File: config.mk
export PLATFORM = sky130hd
export DESIGN_NAME = exmem_skid_reg
export DESIGN_NICKNAME = d
export VERILOG_FILES = /design/src/rtl/exmem_skid_reg.sv
export SDC_FILE = /design/constraint.sdc
export NUM_CORES = 1
export LEC_CHECK = 0
export ABC_AREA = 0
export BUFFER_PORTS_ARGS = -buffer_cell sky130_fd_sc_hd__buf_2
export CAP_MARGIN = 20
export CORE_UTILIZATION = 55
export DETAILED_ROUTE_END_ITERATION = 8
export PLACE_DENSITY_LB_ADDON = 0.08
export SYNTH_ARGS = -nofsm -noshare
export SYNTH_HDL_FRONTEND = slang
export SYNTH_SLANG_ARGS = --single-unit
File: constraint.sdc
create_clock -name clk -period 8.7 [get_ports clk]
set_input_delay 1.305 -clock clk [delete_from_list [all_inputs] [get_ports clk]]
set_output_delay 1.305 -clock clk [all_outputs]
set_load 0.02 [all_outputs]
File: src/rtl/exmem_skid_reg.sv
// EX/MEM pipeline register with a valid/ready handshake, a one-entry skid
// buffer and a synchronous flush. The main entry drives the outputs and the
// skid entry catches the one beat that arrives while the memory stage stalls.
// inReady is the inverse of the skid valid bit, so it is driven straight from
// a flop and has no combinational path from outReady or flush.
// Optional feature: define EXMEM_STALL_CNT_EN to build the 16-bit saturating
// stallCycles counter and its port.
module exmem_skid_reg #(
    parameter int DATA_W = 32,
    parameter int REG_W  = 5,
    parameter int WB_W   = 2,
    parameter int M_W    = 3
) (
    input  logic              clk,
    input  logic              rst,
    input  logic              flush,
    input  logic              inValid,
    output logic              inReady,
    input  logic [WB_W-1:0]   WB,
    input  logic [M_W-1:0]    M,
    input  logic [DATA_W-1:0] addResult,
    input  logic [DATA_W-1:0] ALUResult,
    input  logic [DATA_W-1:0] readData2,
    input  logic [REG_W-1:0]  writeBack,
    input  logic              zero,
    output logic              outValid,
    input  logic              outReady,
    output logic [WB_W-1:0]   outWB,
    output logic [M_W-1:0]    outM,
    output logic [DATA_W-1:0] outAddResult,
    output logic [DATA_W-1:0] outALUResult,
    output logic [DATA_W-1:0] outReadData2,
    output logic [REG_W-1:0]  outWriteBack,
    output logic              outZero
`ifdef EXMEM_STALL_CNT_EN
    ,
    output logic [15:0]       stallCycles
`endif
);

    // Whole beat packed into one vector so both entries move as a unit.
    localparam int PW = WB_W + M_W + 3 * DATA_W + REG_W + 1;

    logic [PW-1:0] in_pl;
    logic [PW-1:0] main_q, main_d;
    logic [PW-1:0] skid_q, skid_d;
    logic          main_valid_q, main_valid_d;
    logic          skid_valid_q, skid_valid_d;
    logic          accept;
    logic          pop;
    logic [WB_W-1:0] main_wb;
    logic [M_W-1:0]  main_m;

    assign in_pl   = {WB, M, addResult, ALUResult, readData2, writeBack, zero};
    assign inReady = !skid_valid_q;
    assign outValid = main_valid_q;
    assign accept  = inValid && inReady;
    assign pop     = main_valid_q && outReady;

    assign {main_wb, main_m, outAddResult, outALUResult, outReadData2,
            outWriteBack, outZero} = main_q;

    // Control fields are gated so a bubble can never write memory or registers.
    assign outWB = main_valid_q ? main_wb : '0;
    assign outM  = main_valid_q ? main_m  : '0;

    // Next-state and payload load decisions; flush overrides every other event.
    always_comb begin
        main_valid_d = main_valid_q;
        skid_valid_d = skid_valid_q;
        main_d       = main_q;
        skid_d       = skid_q;
        if (flush) begin
            main_valid_d = 1'b0;
            skid_valid_d = 1'b0;
        end else if (!main_valid_q) begin
            // EMPTY: first beat goes straight into the main entry.
            if (accept) begin
                main_valid_d = 1'b1;
                main_d       = in_pl;
            end
        end else if (!skid_valid_q) begin
            // ONE: replace, park in skid, or drain.
            if (accept && pop) begin
                main_d = in_pl;
            end else if (accept) begin
                skid_valid_d = 1'b1;
                skid_d       = in_pl;
            end else if (pop) begin
                main_valid_d = 1'b0;
            end
        end else begin
            // TWO: upstream is blocked; the skid beat moves up on a pop.
            if (pop) begin
                main_d       = skid_q;
                skid_valid_d = 1'b0;
            end
        end
    end

    // State and payload registers; reset clears data too so outputs read 0.
    always_ff @(posedge clk or posedge rst) begin
        if (rst) begin
            main_valid_q <= 1'b0;
            skid_valid_q <= 1'b0;
            main_q       <= '0;
            skid_q       <= '0;
        end else begin
            main_valid_q <= main_valid_d;
            skid_valid_q <= skid_valid_d;
            main_q       <= main_d;
            skid_q       <= skid_d;
        end
    end

`ifdef EXMEM_STALL_CNT_EN
    logic [15:0] stall_cnt_q, stall_cnt_d;

    assign stallCycles = stall_cnt_q;

    // Count cycles where a live beat is held back, saturating at all-ones.
    always_comb begin
        stall_cnt_d = stall_cnt_q;
        if (main_valid_q && !outReady && (stall_cnt_q != 16'hFFFF)) begin
            stall_cnt_d = stall_cnt_q + 16'd1;
        end
    end

    // Counter register; only reset clears it, flush leaves it alone.
    always_ff @(posedge clk or posedge rst) begin
        if (rst) begin
            stall_cnt_q <= 16'd0;
        end else begin
            stall_cnt_q <= stall_cnt_d;
        end
    end
`endif

endmodule

==> results by group, run 1 <==
Setup path
  • CP Capture Type: flip-flop
  • Crit-path most repeated cell: buf_4
  • CP arrival: between 4000 and 5000 ps
  • Critical path's slowest cell: buf_4
  • CP max FO: 56
  • R2R setup slack: 5050 ps
  • Critical path class: reg -> reg
  • FF-to-FF path depth: 5
  • CP cell instances: nand2_4, a221oi_4, buf_4, buf_4, mux2_2
  • Max incr delay on CP: about 720 ps
  • Critical R2R Launch: outValid
  • Crit start category: flip-flop
  • CP Launch Point: outValid
  • RR Endpoint: main_q[76]
  • Worst EP required: roughly 9100 ps

Worst hold path
  • Hold Path End: main_q[89]
  • Hold-critical path depth: 1
  • HP Class: reg -> reg
  • Origin of the worst min-delay path: main_q[89]

Synth
  • Seq cells post-synth: ~220
  • Number of synthesized flops with an enable pin: 0
  • Syn. warnings: 0
  • Top-area cell type share of the netlist area: roughly 54%
  • Post-synth top cells: mux2_2 (321), dfrtp_1 (216), buf_4 (106)
  • Mapped Area: 10100 um^2
  • Cell taking the most area after synthesis: dfrtp_1
  • Ys flop type: dfrtp_1
  • Syn Inst Count: 689
  • Cell with the most instances after synthesis: mux2_2
  • Average size of a mapped cell: around 15 um^2
  • Ranking of synthesized cells by area: dfrtp_1 (54%), mux2_2 (36%), buf_4 (7.9%)
  • Seq/Total Area, Yosys: 53.6%
  • Unique masters post-synth: 15
  • Async set-reset flop share out of synthesis: 100%
  • Net Count, Synth: approximately 800

Timing
  • RSZ-0062 raised after global routing: no
  • Slew margin rel.: a little over a third
  • Hold Slack: between 500 and 600 ps
  • Setup Skew: just under 10 ps
  • Fin. Hold Viols: 0
  • Sum Neg Setup Slack: 0 ps
  • Actual slew at the worst max-slew pin: around 980 ps
  • Max Freq: between 200 and 300 MHz
  • Min Tclk post-route: 3650 ps
  • Period utilisation layout: about two fifths
  • Slew Limit Fails: 0
  • Final setup fails: 0

Route
  • ANT nets after route: 0
  • Top routing layer in use: met5
  • Wire length on met1: 7540 um
  • DRT iter0 DRCs: between 150 and 200
  • DR pass1 iterations: 4
  • Vias: 5522
  • DRC viols: 0
  • Routed wl met2: 9570 um
  • Post-Route WL: around 19000 um
  • WL/cell: 17.9 um
  • Met3 wire length: 1380 um
  • Vias per cell: about 5.3

Finish
  • Area delta synth->final: 12.3%
  • Final net count: 917
  • Fraction of layout cells with a size suffix above 1: a little under three quarters

Placed design
  • RePlAce Congestion: 0.773
  • Post-DP HPWL: between 10000 and 15000 um
  • Buffers added on ports: 220

Clocking
  • CTS clk-pin slew, worst paths: ~60 ps
  • CTS root buffer: clkbuf_16
  • Clk sink count: ~220
  • Hold buffers post-CTS: 0
  • Cts bufs inserted: 24
  • Worst skew pair latency: between 400 and 500 ps
  • Gates resized, CTS repair: 0
  • CTS tree: yes
  • # H-tree levels: 1
  • Post-CTS Setup Inserts: 0
  • Longest Clk Path Bufs: 3

Power and ir drop
  • Pwr dens: between 200 and 300 nW/um^2
  • Peak supply drop: 0.148 mV
  • Leakage: roughly 5.2 nW

Die
  • # rows: between 40 and 50
  • Die Y: between 100 and 150 um
  • Core area: around 18000 um^2
  • Initial core utilization: a little under three fifths
  • Io pins: about 220
  • DIE AREA: between 15000 and 20000 um^2
  • Die X: about 140 um

Run status
  • Status: completed

Flow run
  • Max Cap Violations: 0

Global route
  • Global-route wire length before repair: a little under 30000 um
  • Grt ovf: 0
  • Number of global-route vias before repair: roughly 6000
  • Largest net degree at the start of global routing: about 150
  • Total Routing Usage GR: approximately 20%
  • Initial antenna violation count: 3
## area by class of cell
type                       count  area, um^2
inverter                       3        18.8
antenna                        1        2.50
tap                          229         287
fill                        1379        6640
clock buffer                  33         676
multi-input combinational    334        3730
timing repair buffer         226        1150
clock inverter                 6        61.3
sequential                   216        5410
## metrics by stage
stage | cell area [um^2] | util, % | std cells | worst slack (ps) | power [mW]
detailed placement | 10600 | 58.9 | 1008 | 4920 | 2.03
global placement | 10600 | 58.9 | 1008 | 4990 | 1.99
CTS | 11300 | 63.0 | 1047 | 5000 | 2.99
finish | 11300 | 63.0 | 1048 | 5050 | 2.95
floorplan | 10100 | - | 689 | 1490 | 1.95
global route | 11300 | 63.0 | 1048 | 4790 | 3.10
## metal layers
metal  global-route usage, %  vias to the layer above
met1                    24.2                     2804
met2                    35.6                      145
met4                    5.01                        2
met5                       0                        -
met3                    5.30                       25
li1                        -                     2546
## how the worst max path moves through the flow
stage                       to  slack (ps)  cells past startpoint
finish              main_q[76]        5050                      5
global route        main_q[78]        4790                      5
CTS                 main_q[60]        5000                      5
detailed placement  main_q[76]        4920                      6
global placement     skid_q[6]        4990                      6
floorplan            main_q[0]        1490                      1
## registers in the layout, indices dropped and copies added (netlist names)
signal	count
main_q	107
skid_q	107
outValid	1
skid_valid_q	1
## report_power, final
part / internal (mW) / switching, mW / total [mW] / leakage, nW
clock network: 0.569 / 0.375 / 0.944 / 0.360
registers: 1.25 / 0.123 / 1.38 / 2.60
logic: 0.313 / 0.314 / 0.627 / 2.25
## cell families (layout without fill, tap and decap cells)
kind of cell	count (synthesis)	after routing	synth area share [%]
AOI/OAI and AO/OA	5	5	0.484
other	0	1	0
muxes	321	321	35.8
DFF	216	216	53.6
buffers and inverters	139	268	9.59
and+or+nand+nor	8	8	0.496
## critical path: cells and delay by family, from the launching register on
family	cells	cell delay, ps
AOI/OAI and AO/OA	1	440
DFF	1	640
and+or+nand+nor	1	570
muxes	1	410
buffers and inverters	2	1360
## cells in the final DEF (no fill, tap or decap)
master and count:
mux2_2 321, buf_2 220, dfrtp_1 216, clkbuf_16 25, clkbuf_1 6, buf_4 6, and2_1 5, clkinv_2 3
inv_1 2, a21oi_1 2, clkbuf_8 2, diode_2 1, nand2b_1 1, nor4b_2 1, nand2_4 1, a221oi_4 1
o21ai_0 1, inv_8 1, a211oi_1 1, bufinv_16 1, clkinvlp_4 1, inv_6 1
No activity file was read; power rests on OpenSTA's default activity.
==> run 2, diff against run 1 <==
Settings changed: CORE_UTILIZATION 55 to 49.
Clock period 8.7 ns to 3.33 ns, I/O delays scaled along.
==> run 2 against run 1 <==
  * Non-clock buffer count increased by 1
  * Maximum frequency rose by 66%
  * Register-to-register slack worse by 3900 ps
  * Die area grew 12%
  * Core utilization shrank 5.9 points
  * Cell count rose by 4.4%
  * Power rose to 2.7 times the previous value
  * Count of clock-buffer cells in the layout rose by 1
  * Clock power rose to 3.0 times the previous value
  * Via count up 1.3%
  * Largest power group unchanged
==> results by group, run 2 (same netlist as run 1, synthesis figures left out) <==
Timing
  • Slew Limit Fails: 0 (unchanged)
  • Fin. Hold Viols: 0 (unchanged)
  • Min Tclk post-route: 2200 ps (-1450 ps)
  • Setup Skew: 6.25 ps (-3.58 ps)
  • Actual slew at the worst max-slew pin: 862 ps (-115 ps)
  • Hold Slack: 174 ps (-326 ps)
  • RSZ-0062 raised after global routing: no
  • Period utilisation layout: 65.9% (+24 points)
  • Max Freq: 456 MHz (+66%)
  • Sum Neg Setup Slack: 0 ps (unchanged)
  • Final setup fails: 0 (unchanged)
  • Slew margin rel.: 42.5% (+7.6 points)

Global route
  • GR Layer Usage met1: 22.5% (-1.7 points)
  • Met2 usage: 32.3% (-3.3 points)
  • Busiest layer in global routing: met2
  • Total Routing Usage GR: 18.6% (-1.5 points)
  • Initial antenna violation count: 2 (-1)
  • Grt ovf: 0 (unchanged)
  • Grt met3 use: 5.14% (-0.16 points)
  • Global-route wire length before repair: 31700 um (+6.3%)
  • Number of global-route vias before repair: 6143 (+2.7%)
  • Largest net degree at the start of global routing: 149 (+2.1%)

Route
  • Vias: 5595 (+1.3%)
  • DR pass1 iterations: 4 (unchanged)
  • ANT nets after route: 0 (unchanged)
  • DRT iter0 DRCs: 161 (-0.62%)
  • Post-Route WL: 19600 um (+4.5%)
  • Vias per cell: 5.11 (-2.9%)
  • DRC viols: 0 (unchanged)
  • WL/cell: 17.9 um (about the same)

Setup path
  • Critical path class: reg -> reg
  • R2R setup slack: 1130 ps (-3920 ps)
  • Max incr delay on CP: 540 ps (-180 ps)
  • Crit start category: flip-flop
  • CP arrival: 2580 ps (-1440 ps)
  • CP max FO: 64 (+14%)
  • Worst Path Buf+Inv: 1 (-1)
  • Delay-heaviest family, CP: simple AND/OR/NAND/NOR gates
  • Worst EP required: 3720 ps (-5360 ps)
  • Critical path's slowest cell: nor4b_2
  • CP Capture Type: flip-flop
  • CP cell instances: nand2b_1, nor4b_2, buf_12, mux2_2

Finish
  • Final net count: 918 (+0.11%)
  • Sequential Area: 5410 um^2 (unchanged)
  • Commonest non-fill, non-tap cell in the layout: mux2_2
  • Most frequent cells in the layout: mux2_2 (321), buf_2 (220), dfrtp_1 (216), clkbuf_16 (25)
  • Largest regs: main_q x107, skid_q x107
  • Area delta synth->final: 14.6%
  • Fill cell count: 1672 (+21%)
  • Fraction of layout cells with a size suffix above 1: 71.8% (+0.42 points)
  • Area of the multi-input gates: 3730 um^2 (unchanged)

Run status
  • Status: completed

Flow run
  • Max Cap Violations: 0 (unchanged)

Power and ir drop
  • Pwr dens: 696 nW/um^2 (+170%)
  • Leakage: 5.29 nW (+1.5%)
  • Combinational fraction of design power: 20.4% (-0.9 points)
  • Flop pwr share: 44.7% (-2.0 points)
  • Sw Ratio: 26.9% (-0.68 points)
  • Peak supply drop: 0.402 mV (+170%)
  • Int Pwr: 5.89 mW (+180%)
  • Final Total Pwr: 8.05 mW (+170%)
  • Clock power share: 34.9% (+2.9 points)
  • Psw: 2.16 mW (+170%)

Die
  • DIE AREA: 21200 um^2 (+12%)
  • Core area: 20200 um^2 (+13%)
  • Die X: 145 um (+5.9%)
  • # rows: 52 (+6.1%)
  • Die Y: 145 um (+5.9%)
  • Io pins: 221 (unchanged)
  • Initial core utilization: 49.8% (-6.3 points)

Placed design
  • RePlAce Congestion: 0.732 (-5.3%)
  • Post-DP HPWL: 12400 um (+0.46%)
  • Buffers added on ports: 220 (unchanged)

Clocking
  • Gates resized, CTS repair: 0 (unchanged)
  • Clk sink count: 216 (unchanged)
  • CTS root buffer: clkbuf_16
  • CTS tree: yes
  • CTS clk-pin slew, worst paths: 60 ps (about the same)
  • # H-tree levels: 1 (unchanged)
  • Post-CTS Setup Inserts: 0 (unchanged)
  • Hold buffers post-CTS: 0 (unchanged)
  • Cts bufs inserted: 24 (unchanged)
  • Longest Clk Path Bufs: 3 (unchanged)
  • Worst skew pair latency: 510 ps (+20 ps)

Worst hold path
  • HP Class: in -> async
==> run 2: changes by cell type in the layout (fill, tap and decap cells not counted) <==
| cell | previous run | this run |
|---|---|---|
| clkbuf_1 | 6 | 4 |
| bufinv_16 | 1 | 4 |
| buf_12 | 0 | 5 |
| clkinv_2 | 3 | 4 |
| clkinvlp_4 | 1 | 2 |
| inv_6 | 1 | 0 |
| inv_8 | 1 | 0 |
| clkbuf_8 | 2 | 5 |
| buf_4 | 6 | 2 |
==> run 2: worst register-to-register path, delay by kind of cell (launching register included) <==
kind / cells / cell delay [ps]
flops: 1 / 440
simple gates: 2 / 790
mux: 1 / 440
buf+inv: 1 / 400
==> run 2: area by class of cell <==
type                       count  share of cell area (%)
clock buffer                  34                    6.14
multi-input combinational    334                    32.2
timing repair buffer         227                    10.5
clock inverter                 9                    1.28
antenna                        1                  0.0216
sequential                   216                    46.8
tap                          270                    2.92
inverter                       3                   0.130
==> run 2: worst paths after layout <==
kind	endpoint	cells past startpoint	from
worst max-delay path	skid_q[36]	4	skid_valid_q
worst min-delay path	main_q[37]	3	rst
worst max register to register	skid_q[36]	4	skid_valid_q
worst min register to register	main_q[103]	1	main_q[103]
max in group asynchronous	main_q[72]	3	rst
min in group clk	skid_valid_q	2	outReady
==> run 2: per-stage QoR <==
step                std cells  cell area [um^2]  utilization, %  worst slack, ps
floorplan                 689             10100               -             18.4
global placement         1050             10700            52.9             1180
detailed placement       1050             10700            52.9             1110
CTS                      1093             11600            57.1             1150
global route             1093             11600            57.1             1030
finish                   1094             11600            57.1             1130
==> run 2: power groups by stage <==
stage                     clock [mW]  sequential [mW]  combinational [mW]
after floorplan                    0             3.54                1.56
after global placement             0             3.59                1.61
after detailed placement           0             3.64                1.67
after CTS                       2.89             3.60                1.67
after global routing            2.99             3.68                1.76
final                           2.81             3.60                1.64
==> run 2: layer usage <==
| metal | vias to the layer above | wire (um) |
|---|---|---|
| met4 | 2 | 441 |
| met1 | 2866 | 8040 |
| met5 | - | 13 |
| met2 | 145 | 9820 |
| met3 | 35 | 1300 |
| li1 | 2547 | - |
==> run 3, diff against run 2 <==
Settings changed: ABC_AREA 0 to 1, CORE_UTILIZATION 49 to 50.
Clock period 3.33 ns to 2 ns, I/O delays scaled along.
==> run 3 against run 2 <==
  * Area after synthesis is 7.0% higher
  * Register-to-register slack worse by 750 ps
  * Clock skew hardly changed
  * Routed wire length grew 43%
  * Core utilization rose by 1.7 points
  * Cell count increased by 63%
  * Global-route usage is 6.9 points higher
  * Non-clock buffer count increased by 27
  * Flip-flop and latch count did not move
  * Sequential power is 72% higher
  * First-iteration DRC count rose to 4.3 times the previous value
  * Largest power group unchanged
==> results by group, run 3 <==
Clocking
  • Longest Clk Path Bufs: 3 (unchanged)
  • Post-CTS Setup Inserts: 0 (unchanged)
  • Clk sink count: 216 (unchanged)
  • CTS tree: yes
  • Worst skew pair latency: 510 ps (about the same)
  • Cts bufs inserted: 24 (unchanged)
  • CTS root buffer: clkbuf_16
  • CTS clk-pin slew, worst paths: 60 ps (about the same)
  • # H-tree levels: 1 (unchanged)

Finish
  • Final net count: 1601 (+74%)
  • Area delta synth->final: 15.0%
  • Design Area, Final: 12400 um^2 (+7.4%)
  • Layout Cells excl Fill: 1785 (+63%)
  • Commonest non-fill, non-tap cell in the layout: nand2_1
  • Fraction of layout cells with a size suffix above 1: 20.1% (-52 points)
  • Most frequent cells in the layout: nand2_1 (650), nand3_1 (322), buf_2 (220), dfrtp_1 (214), clkbuf_16 (25)
  • Layout Utilization: 58.9% (+1.7 points)
  • Largest regs: main_q x107, skid_q x107

Die
  • Initial core utilization: 51.2% (+1.3 points)
  • Io pins: 221 (unchanged)
  • DIE AREA: 22200 um^2 (+4.8%)
  • Core area: 21100 um^2 (+4.2%)
  • Die X: 149 um (+2.4%)
  • Die Y: 149 um (+2.4%)
  • # rows: 53 (+1.9%)

Setup path
  • Delay-heaviest family, CP: buffers and inverters
  • CP max FO: 39 (-39%)
  • FF-to-FF path depth: 5 (+1)
  • CP arrival: 1620 ps (-960 ps)
  • Critical path class: reg -> out
  • Worst Path Buf+Inv: 3 (+2)
  • Crit path depth: 4 (unchanged)
  • Worst EP required: 1700 ps (-2020 ps)
  • CP cell instances: buf_8, nand2_1, inv_1, buf_2
  • Crit start category: flip-flop
  • CP Capture Type: output pin
  • Critical path's slowest cell: dfrtp_4
  • Max incr delay on CP: 480 ps (-60 ps)
  • Critical R2R Launch: outValid
  • CP Launch Point: outValid

Synth
  • Ranking of synthesized cells by area: dfrtp_1 (50%), nand2_1 (23%), nand3_1 (15%)
  • Mux cell area share after synthesis: 0% (-36 points)
  • Seq/Total Area, Yosys: 50.1% (-3.5 points)
  • Complex-gate fraction of the synthesized area: 0.186% (-0.30 points)
  • Cell taking the most area after synthesis: dfrtp_1
  • Cell with the most instances after synthesis: nand2_1
  • Average size of a mapped cell: 7.64 um^2 (-48%)
  • Net Count, Synth: 1524 (+90%)
  • Post-synthesis simple-gate area fraction: 38.0% (+38 points)
  • Unique masters post-synth: 16 (+1)
  • Top-area cell type share of the netlist area: 50.1% (-3.5 points)
  • Async set-reset flop share out of synthesis: 100% (unchanged)
  • Mapped Area: 10800 um^2 (+7.0%)
  • Largest family of logic cells by synthesized area: simple AND/OR/NAND/NOR gates
  • Seq cells post-synth: 216 (unchanged)
  • Syn. warnings: 0 (unchanged)
  • Syn Inst Count: 1412 (+100%)
  • Number of synthesized flops with an enable pin: 0 (unchanged)
  • Ys flop type: dfrtp_1
  • Post-synth top cells: nand2_1 (650), nand3_1 (322), dfrtp_1 (216)
  • Post-Synth Adder-Cell Area: 0% (unchanged)
  • Synth Area in XOR/XNOR: 0% (unchanged)

Placed design
  • Dpl cells: 1737 (+65%)
  • Buffers added on ports: 220 (unchanged)
  • Worst slack, placed: 361 ps (-752 ps)
  • Placed inst area: 11500 um^2 (+7.7%)
  • RePlAce Congestion: 0.771 (+5.3%)
  • Post-DP HPWL: 16800 um (+35%)

Route
  • Vias per cell: 5.24 (+2.5%)
  • Post-Route WL: 28100 um (+43%)
  • Vias: 9360 (+67%)
  • DRC viols: 0 (unchanged)
  • DR pass1 iterations: 5 (+1)
  • DRT iter0 DRCs: 689 (+330%)
  • ANT nets after route: 0 (unchanged)
  • WL/cell: 15.7 um (-12%)

Timing
  • Min Tclk post-route: just under 2000 ps
  • Period utilisation layout: between 90% and 100%
  • Sum Neg Setup Slack: 0 ps (unchanged)
  • Max Freq: approximately 520 MHz
  • Final setup fails: 0 (unchanged)
  • Hold Slack: 26.9 ps (-147 ps)
  • Setup Skew: 6.36 ps (+0.112 ps)
  • RSZ-0062 raised after global routing: no
  • Fin. Hold Viols: 0 (unchanged)
  • Slew Limit Fails: 0 (unchanged)
  • Final Worst Setup Slack: 79.4 ps (-1060 ps)
  • Actual slew at the worst max-slew pin: 621 ps (-241 ps)
  • Slew margin rel.: 58.6% (+16 points)

Global route
  • Largest net degree at the start of global routing: 108 (-28%)
  • Number of global-route vias before repair: 8940 (+46%)
  • Grt ovf: 0 (unchanged)
  • Global-route wire length before repair: 45800 um (+44%)
  • Total Routing Usage GR: 25.6% (+6.9 points)
  • Initial antenna violation count: 4 (+2)

Power and ir drop
  • Clock power share: 33.1% (-1.8 points)
  • Combinational fraction of design power: 23.7% (+3.3 points)
  • Int Pwr: 9.68 mW (+64%)
  • Final Total Pwr: 14.4 mW (+79%)
  • Peak supply drop: 0.617 mV (+53%)
  • Psw: 4.70 mW (+120%)
  • Pwr dens: 1160 nW/um^2 (+66%)
  • Sw Ratio: 32.7% (+5.8 points)
  • Leakage: 7.10 nW (+34%)
  • Flop pwr share: 43.1% (-1.6 points)

Run status
  • Status: completed

Worst hold path
  • Hold-critical path depth: 3
  • Origin of the worst min-delay path: ALUResult[10]
  • HP Class: in -> reg

Flow run
  • Max Cap Violations: 0 (unchanged)
run 3: cell count changes after synthesis, sizes merged, moves of 2 or more:
cell	change
buf	+32
inv	+6
and2	-5
nor2	+2
nand3	+322
clkbuf	+35
nand2	+654
o21ai	+2
mux2	-321
run 3: final timing paths:
path,to,slack [ps]
hold / removal,skid_q[48],30
setup / recovery,outWB[1],80
hold reg to reg,main_q[97],460
min in group asynchronous,main_q[100],290
max in group asynchronous,outValid,880
setup reg to reg,skid_q[11],380
run 3: logic make-up (layout without fill, tap and decap cells):
family                 count (synthesis)  count (layout)
AO/OA/AOI/OAI                          4               4
buffers and inverters                212             306
flip-flops                           216             216
other                                  0               4
AND/OR/NAND/NOR                      980             980
run 3: routing by layer:
metal  GRT usage (%)  part of all wire [%]  vias up
met3            4.16                   6.5       47
met5               0                     0        -
li1                -                     -     4558
met1            34.6                    44     4438
met4            8.57                   2.2        0
met2            41.8                    47      317
run 3: timing repair:
| item | in CTS | in global routing |
|---|---|---|
| hold buffers | 1 | 0 |
| gates resized for setup | 1 | 1 |
| endpoints found under the setup margin | 5 | 5 |
| hold endpoints to repair | 7 | 0 |
run 3: power by group through the flow:
stage	clock network, mW	registers [mW]	logic [mW]
floorplan	0	6.09	3.03
global placement	0	6.24	3.38
detailed placement	0	6.25	3.45
CTS	4.86	6.20	3.46
global route	5.03	6.34	3.84
finish	4.76	6.20	3.41
run 3: worst min-delay path, delay by kind of cell:
family	cells	cell delay, ps
buffers and inverters	1	90
AND/OR/NAND/NOR	2	120
run 3: area by class of cell:
type	count	area, um^2
fillers	2037	8670
multi-input cells	984	4150
repair buffers	254	1600
well taps	275	344
diodes	4	10.0
clock inverters	8	145
flip-flops and latches	216	5410
inverters	9	38.8
clock buffers	35	713
